==> src/rtl/mod997_pkg.sv <==
// Shared constants and FSM state type for the sequential X mod 997 engine.
package mod997_pkg;

    localparam int unsigned W      = 500;
    localparam int unsigned CHUNK  = 10;
    localparam int unsigned NCHUNK = 50;
    localparam int unsigned M      = 997;
    localparam int unsigned K      = 27;
    localparam int unsigned CNT_W  = 6;

    typedef enum logic [1:0] {
        IDLE = 2'd0,
        RUN  = 2'd1,
        DONE = 2'd2
    } state_t;

endpackage

==> src/rtl/mod_997_step.sv <==
// One Horner step: (r * 2^10 + c) mod 997 using two folds of 2^10 == 27
// and a single conditional subtract.
module mod_997_step
    import mod997_pkg::*;
(
    input  logic [CHUNK-1:0] r,
    input  logic [CHUNK-1:0] c,
    output logic [CHUNK-1:0] s
);

    localparam int unsigned T_W = 15;
    localparam int unsigned U_W = 11;

    logic [T_W-1:0] w_t;
    logic [U_W-1:0] w_u;
    logic [U_W-1:0] w_v;

    // t <= 27915, u <= 1860, v <= 1050, so one subtract of M lands below M
    always_comb begin
        w_t = T_W'(r) * T_W'(K) + T_W'(c);
        w_u = U_W'(w_t[CHUNK-1:0]) + U_W'(w_t[T_W-1:CHUNK]) * U_W'(K);
        w_v = U_W'(w_u[CHUNK-1:0]) + (w_u[U_W-1] ? U_W'(K) : U_W'(0));
        s   = (w_v >= U_W'(M)) ? CHUNK'(w_v - U_W'(M)) : CHUNK'(w_v);
    end

endmodule

==> src/rtl/x_500_mod_997_seq.sv <==
// Area-optimised 500-bit X mod 997: one 10-bit chunk per cycle, MSB first,
// behind a valid/ready stream interface.
module x_500_mod_997_seq
    import mod997_pkg::*;
(
    input  logic             clk,
    input  logic             rst,
    input  logic             in_valid,
    output logic             in_ready,
    input  logic [W-1:0]     X,
    output logic             out_valid,
    input  logic             out_ready,
    output logic [CHUNK-1:0] R,
    output logic             busy
);

    state_t             r_state;
    state_t             w_next_state;
    logic [W-1:0]       r_sr;
    logic [CHUNK-1:0]   r_acc;
    logic [CHUNK-1:0]   w_step;
    logic [CNT_W-1:0]   r_cnt;
    logic               r_out_valid;
    logic               r_busy;
    logic               w_accept;
    logic               w_out_valid_d;
    logic               w_busy_d;

    mod_997_step u_step (
        .r (r_acc),
        .c (r_sr[W-1 -: CHUNK]),
        .s (w_step)
    );

    always_ff @(posedge clk or posedge rst) begin
        if (rst) begin
            r_state <= IDLE;
        end else begin
            r_state <= w_next_state;
        end
    end

    always_comb begin
        w_next_state = r_state;
        case (r_state)
            IDLE: if (w_accept) w_next_state = RUN;
            RUN:  if (r_cnt == '0) w_next_state = DONE;
            DONE: if (out_ready) w_next_state = in_valid ? RUN : IDLE;
            default: w_next_state = IDLE;
        endcase
    end

    // in_ready is combinational so DONE can hand off and accept on one edge
    always_comb begin
        in_ready      = !rst && ((r_state == IDLE) || ((r_state == DONE) && out_ready));
        w_accept      = in_valid && in_ready;
        w_out_valid_d = (w_next_state == DONE);
        w_busy_d      = (w_next_state == RUN);
    end

    always_ff @(posedge clk or posedge rst) begin
        if (rst) begin
            r_sr        <= '0;
            r_acc       <= '0;
            r_cnt       <= '0;
            r_out_valid <= 1'b0;
            r_busy      <= 1'b0;
        end else begin
            r_out_valid <= w_out_valid_d;
            r_busy      <= w_busy_d;
            if (w_accept) begin
                r_sr  <= X;
                r_acc <= '0;
                r_cnt <= CNT_W'(NCHUNK - 1);
            end else if (r_state == RUN) begin
                r_acc <= w_step;
                r_sr  <= {r_sr[W-CHUNK-1:0], CHUNK'(0)};
                if (r_cnt != '0) begin
                    r_cnt <= r_cnt - CNT_W'(1);
                end
            end else if ((r_state == DONE) && out_ready) begin
                // residue consumed with nothing queued: R reads 0 in IDLE
                r_acc <= '0;
            end
        end
    end

    assign out_valid = r_out_valid;
    assign R         = r_acc;
    assign busy      = r_busy;

endmodule

==> config.mk <==
export PLATFORM = sky130hd
export DESIGN_NAME = x_500_mod_997_seq
export DESIGN_NICKNAME = d
export VERILOG_FILES = /design/src/rtl/mod997_pkg.sv /design/src/rtl/mod_997_step.sv /design/src/rtl/x_500_mod_997_seq.sv
export SDC_FILE = /design/constraint.sdc
export NUM_CORES = 2
export LEC_CHECK = 0
export ABC_AREA = 0
export CORE_MARGIN = 5
export CORE_UTILIZATION = 40
export DETAILED_ROUTE_END_ITERATION = 12
export SYNTH_ARGS = -nofsm -noshare
export SYNTH_HDL_FRONTEND = slang
export SYNTH_SLANG_ARGS = --single-unit
==> constraint.sdc <==
create_clock -name clk -period 17.9 [get_ports clk]
set_clock_uncertainty 0.05 [all_clocks]
set_input_delay 1.79 -clock clk [delete_from_list [all_inputs] [get_ports clk]]
set_output_delay 1.79 -clock clk [all_outputs]
set_load 0.01 [all_outputs]
# ---- Word-level counts from Yosys, hierarchy flattened
# Index checks and enable logic that the tools add are counted.
dict set report totals {
  regBits 520
  input_bits 504
  out_inout_bits 13
  word_cells 45
}
dict set report classes {
  addsub 5
  multipliers 2
  magnitude_cmp 1
  n_eq_ne 4
  muxes 15
  reduce_logical 12
}
# operator n
set op_table {}
lappend op_table {{$mux W500} 2}
lappend op_table {{$mux W10} 4}
lappend op_table {{$mux W6} 3}
lappend op_table {{$add A15 B10 Y15} 1}
lappend op_table {{$mul A10 B5 Y15 const B} 1}
lappend op_table {{$add A10 B10 Y11} 1}
lappend op_table {{$add A10 B5 Y11} 1}
lappend op_table {{$ge A11 B10 Y1 const B} 1}
lappend op_table {{$mul A5 B5 Y10 const B} 1}
lappend op_table {{$sub A10 B10 Y10 const B} 1}
lappend op_table {{$logic_not A6 Y1} 1}
lappend op_table {{$mux W2} 3}
lappend op_table {{$pmux W2 S3} 1}
lappend op_table {{$reduce_bool A6 Y1} 1}
lappend op_table {{$sub A6 B1 Y6 const B} 1}
lappend op_table {{$mux W5} 1}
lappend op_table {{$eq A2 B1 Y1 const B} 2}
lappend op_table {{$eq A2 B2 Y1 const B} 2}
lappend op_table {{$reduce_bool A2 Y1} 2}
lappend op_table {{$logic_and A1 B1 Y1} 3}
lappend op_table {{$reduce_bool A3 Y1} 1}
lappend op_table {{$logic_not A2 Y1} 1}
lappend op_table {{$reduce_and A2 Y1} 1}
lappend op_table {{$logic_not A1 Y1} 1}
lappend op_table {{2 further kinds} 2}

# ---- Logic depth before layout (Yosys ltp)
dict set report logic_depth {
  ltp_word 10
  mapped_depth 38
  depth_no_buf 38
}

# ---- Hierarchy
# From an unflattened synthesis, not the netlist that was laid out.
dict set report unflattened {
  cells_unflattened 2728
  hier_area_um2 28554.9
}
# module n_inst cells_each area_per_inst_um2
set by_module_without_submodules {}
lappend by_module_without_submodules {x_500_mod_997_seq 1 2361 25463.2}
lappend by_module_without_submodules {mod_997_step 1 367 3091.7}

# ---- Worst setup path after synthesis
# Ideal clock, no wire load.
dict set report synth_timing {
  kind {input-to-reg}
  startpoint {in rst}
  endpoint {reg r_acc[2] (netlist: R[2])}
  t_arrival_ns 13.887
  required_ns 17.724
  setup_slack_ns 3.837
  cell_stages 6
  path_buffers 0
  cell_sequence {inv_1 -> nand2_1 -> a21oi_1 -> a31oi_1 -> a21oi_1 -> nand3_1}
}
dict set report synth_via {
  elab_chain_cells 4
}
# item line
set synth_rtl {}
lappend synth_rtl {{start, declared} x_500_mod_997_seq.sv:7} ;# input logic rst,
lappend synth_rtl {{$logic_not A1 Y1 (no line) *} -}
lappend synth_rtl {{$logic_and A1 B1 Y1 *} x_500_mod_997_seq.sv:55} ;# in_ready = !rst && ((r_state == IDLE) || ((r_state == DONE) && out_ready));
lappend synth_rtl {{$logic_and A1 B1 Y1 *} x_500_mod_997_seq.sv:56} ;# w_accept = in_valid && in_ready;
lappend synth_rtl {{$reduce_bool A3 Y1 (no line) / $mux W10 (equally long branches)} -}
lappend synth_rtl {{end signal, assigned} x_500_mod_997_seq.sv:76} ;# r_acc <= w_step;
lappend synth_rtl {{end, declared} x_500_mod_997_seq.sv:20} ;# logic [CHUNK-1:0] r_acc;
# Every way passes the cells marked *; elsewhere a longest branch is shown, timed or not.
# A chain may end at the register's enable or synchronous reset.

# ---- Worst setup path in the final report
dict set report layout_timing {
  startpoint {reg r_acc[4] (netlist: R[4])}
  endpoint {reg r_acc[9] (netlist: R[9])}
}
dict set report layout_via {
  elab_chain_cells 10
}
# item line
set layout_rtl {}
lappend layout_rtl {{$mul A10 B5 Y15 *} mod_997_step.sv:20} ;# w_t = T_W'(r) * T_W'(K) + T_W'(c);
lappend layout_rtl {{$add A15 B10 Y15 *} mod_997_step.sv:20}
lappend layout_rtl {{$mul A5 B5 Y10} mod_997_step.sv:21} ;# w_u = U_W'(w_t[CHUNK-1:0]) + U_W'(w_t[T_W-1:CHUNK]) * U_W'(K);
lappend layout_rtl {{$add A10 B10 Y11 *} mod_997_step.sv:21}
lappend layout_rtl {{$mux W5} mod_997_step.sv:22} ;# w_v = U_W'(w_u[CHUNK-1:0]) + (w_u[U_W-1] ? U_W'(K) : U_W'(0));
lappend layout_rtl {{$add A10 B5 Y11 *} mod_997_step.sv:22}
lappend layout_rtl {{$sub A10 B10 Y10 / $ge A11 B10 Y1 (equally long branches)} mod_997_step.sv:23} ;# s = (w_v >= U_W'(M)) ? CHUNK'(w_v - U_W'(M)) : CHUNK'(w_v);
lappend layout_rtl {{$mux W10 *} mod_997_step.sv:23}
lappend layout_rtl {{$mux W10 *} x_500_mod_997_seq.sv:75} ;# end else if (r_state == RUN) begin
lappend layout_rtl {{$mux W10 *} x_500_mod_997_seq.sv:71} ;# if (w_accept) begin
# Marks and branches as above.

==> impl_metrics.tcl <==
set metrics [dict create \
    status "finished, violations left" \
    violations "slew limit" \
    drtAntennaViolNets 0 \
    cpPeakStageDelay_ns 0.57 \
    drt_iter0_drc 1945 \
    critPathRequiredTime_ns 18.34 \
    reg2reg_from "R[4]" \
    critical_path_arrival_ns 9.97 \
    nNetsFinal 4094 \
    clkLatencyLatePin_ns 0.61 \
    syn_area_mm2 0.0258 \
    ios 517 \
    synth_edf_count 0 \
    postSynth.asyncResetShare_pct 100 \
    grt_pass1_vias 23500 \
    critPathLaunch "R[4]" \
    timing.fmax_mhz 105 \
    syn_to_final_growth_pct 29.5 \
    layout-drive-gt1-share_pct 3.56 \
    slew-limit-headroom_pct -4.71 \
    fp-row-count 93 \
    min_period_over_period_pct 53.2 \
    cts.sinks 520 \
    ys_ff_latch 520 \
    final_common_cell "nand2_1" \
    die_h_um 264 \
    synth_nets 3726 \
    grt_use_total_pct 23.0 \
    place_congestion 0.868 \
    yosysUniqueCellTypes 59 \
    hp-class "reg2reg" \
    wl_per_cell_um 18.9 \
    cts_hold_buf 0 \
    ctsResizeCount 0 \
    slew_violations 70 \
    endpoint_kind "flop" \
    crit_top_cell "ha_1" \
    start_util_pct 40.2 \
    setup_violations 0 \
    drcViolationCount 0 \
    synth_flop_cell "dfrtp_1" \
    core-area_mm2 0.0641 \
    syn_inst 3128 \
    path_class "reg2reg" \
    min_from "r_cnt[4]" \
    yosys_warnings 0 \
    grt_max_degree 247 \
    post_cts_buffers 0 \
    clk_pin_slew_ns 0.06 \
    avgViaCountPerCell 5.26 \
    seq_area_frac_synth_pct 50.5 \
    antenna_found_initial 41 \
    final_cell_mix "nand2_1 (1026), dfrtp_1 (520), clkdlybuf4s50_1 (516)" \
    drv_cap 0 \
    dpl.hpwl_um 57200 \
    clockBufferDepth 3 \
    ctsRootBufferMaster "clkbuf_16" \
    crit_slowest_cell "fa_1" \
    setup_tns_ns 0 \
    worst-path-max-fanout 9 \
    grt.overflow.total 0 \
    tightest_slew_ns 1.57 \
    vias 23200 \
    drt_pass1_iterations 7 \
    die_area_mm2 0.0696 \
    hold_viol 0 \
    placement.io_buffers 516 \
    post-route-min-period_ns 9.53 \
    cts_tree "done" \
    die_w_um 264 \
    cts_made_buffers 58 \
    wl_um 83400 \
    syn_area_per_cell_um2 8.24 \
    grt_pass1_wl_um 131000 \
    h-tree-depth 2 \
    crit_path_start_kind "flop" \
    rsz0062_at_grt "false" \
]
==> final cells by class <==
cell class                      instances  area [um^2]
Clock inverter                         12          164
Antenna cell                           25         62.6
Sequential cell                       520        13000
Tap cell                              855         1070
Inverter                               82          315
Clock buffer                           91         1760
Multi-Input combinational cell       2300        11600
Timing Repair Buffer                  534         5380
Fill cell                            6126        30700
==> per-layer routing <==
layer | GRT usage (%) | vias to the layer above | wire (um)
met4 | 8.52 | 28 | 2770
met2 | 37.1 | 635 | 39700
met5 | 0 | - | 181
met1 | 30.0 | 11200 | 35100
li1 | - | 11200 | -
met3 | 6.35 | 155 | 5630
==> synth_stat cells, types with 2 or more instances <==
cell type	count	share of area (%)
nand2_1	1027	15
dfrtp_1	520	50
nor2_1	516	7.5
a31oi_1	492	12
clkbuf_1	225	3.3
inv_1	82	1.2
ha_1	61	3.0
fa_1	33	2.6
xnor2_1	22	0.75
a21oi_1	21	0.41
o21ai_0	11	0.21
xor2_1	11	0.37
nand3_1	10	0.19
nor3_1	9	0.17
a21o_1	7	0.20
nand2b_1	5	0.12
nor2b_1	5	0.12
o21a_1	5	0.15
or3_1	5	0.12
and2_1	4	0.097
nand4_1	4	0.097
a211oi_1	3	0.087
a32o_1	3	0.12
nor4_1	3	0.073
o21ai_1	3	0.058
and3_1	2	0.049
o2111ai_1	2	0.068
o2bb2ai_1	2	0.068
o311ai_1	2	0.068
o31ai_4	2	0.17
o41a_1	2	0.087
xnor2_2	2	0.13
==> state kept, by name, indices dropped and copies added, names as in the netlist <==
name       count
R             10
r_cnt          6
busy           1
out_valid      1
r_sr         500
r_state        2
==> cells by family (layout without fill, tap and decap cells) <==
logic type | count (synthesis) | count (layout) | share of synthesized area [%]
compound gates | 573 | 573 | 14.5
xor+xnor | 35 | 35 | 1.25
fa+ha+maj | 94 | 94 | 5.53
buf+inv | 308 | 719 | 4.49
flops | 520 | 520 | 50.5
mux | 1 | 1 | 0.0388
other cells | 0 | 25 | 0
simple gates | 1597 | 1597 | 23.7
==> path summary, 6_finish.rpt <==
path	slack, ns	end	cells past startpoint
min in group asynchronous	1.62	r_state[0]	2
max	8.37	R[9]	34
max in group asynchronous	13.95	r_sr[270]	4
max reg2reg	8.37	R[9]	34
min reg2reg	0.47	r_cnt[4]	2
min	0.47	r_cnt[4]	2
==> worst max-delay path: cells and delay by family (launching register included) <==
kind | cells | cell delay [ns]
flops | 1 | 0.48
compound gates | 13 | 3.36
xor+xnor | 4 | 1.20
buf+inv | 2 | 0.09
simple gates | 6 | 0.77
fa+ha+maj | 9 | 3.46
==> per-stage QoR <==
stage	hold WS, ns	utilization [%]	cell area (um^2)	setup slack (ns)	cells
after detailed placement	0.450	49.0	31400	8.42	4291
after global routing	0.498	52.0	33400	7.71	4410
after global placement	0.450	49.0	31400	8.56	4291
after CTS	0.469	52.0	33300	8.36	4394
final	0.469	52.1	33400	8.37	4419
after floorplan	0.430	-	25800	1.51	3128
Power is left out: the tool's default activity adds up to more than one toggle a clock period on the data nets, which glitch-free logic cannot reach.
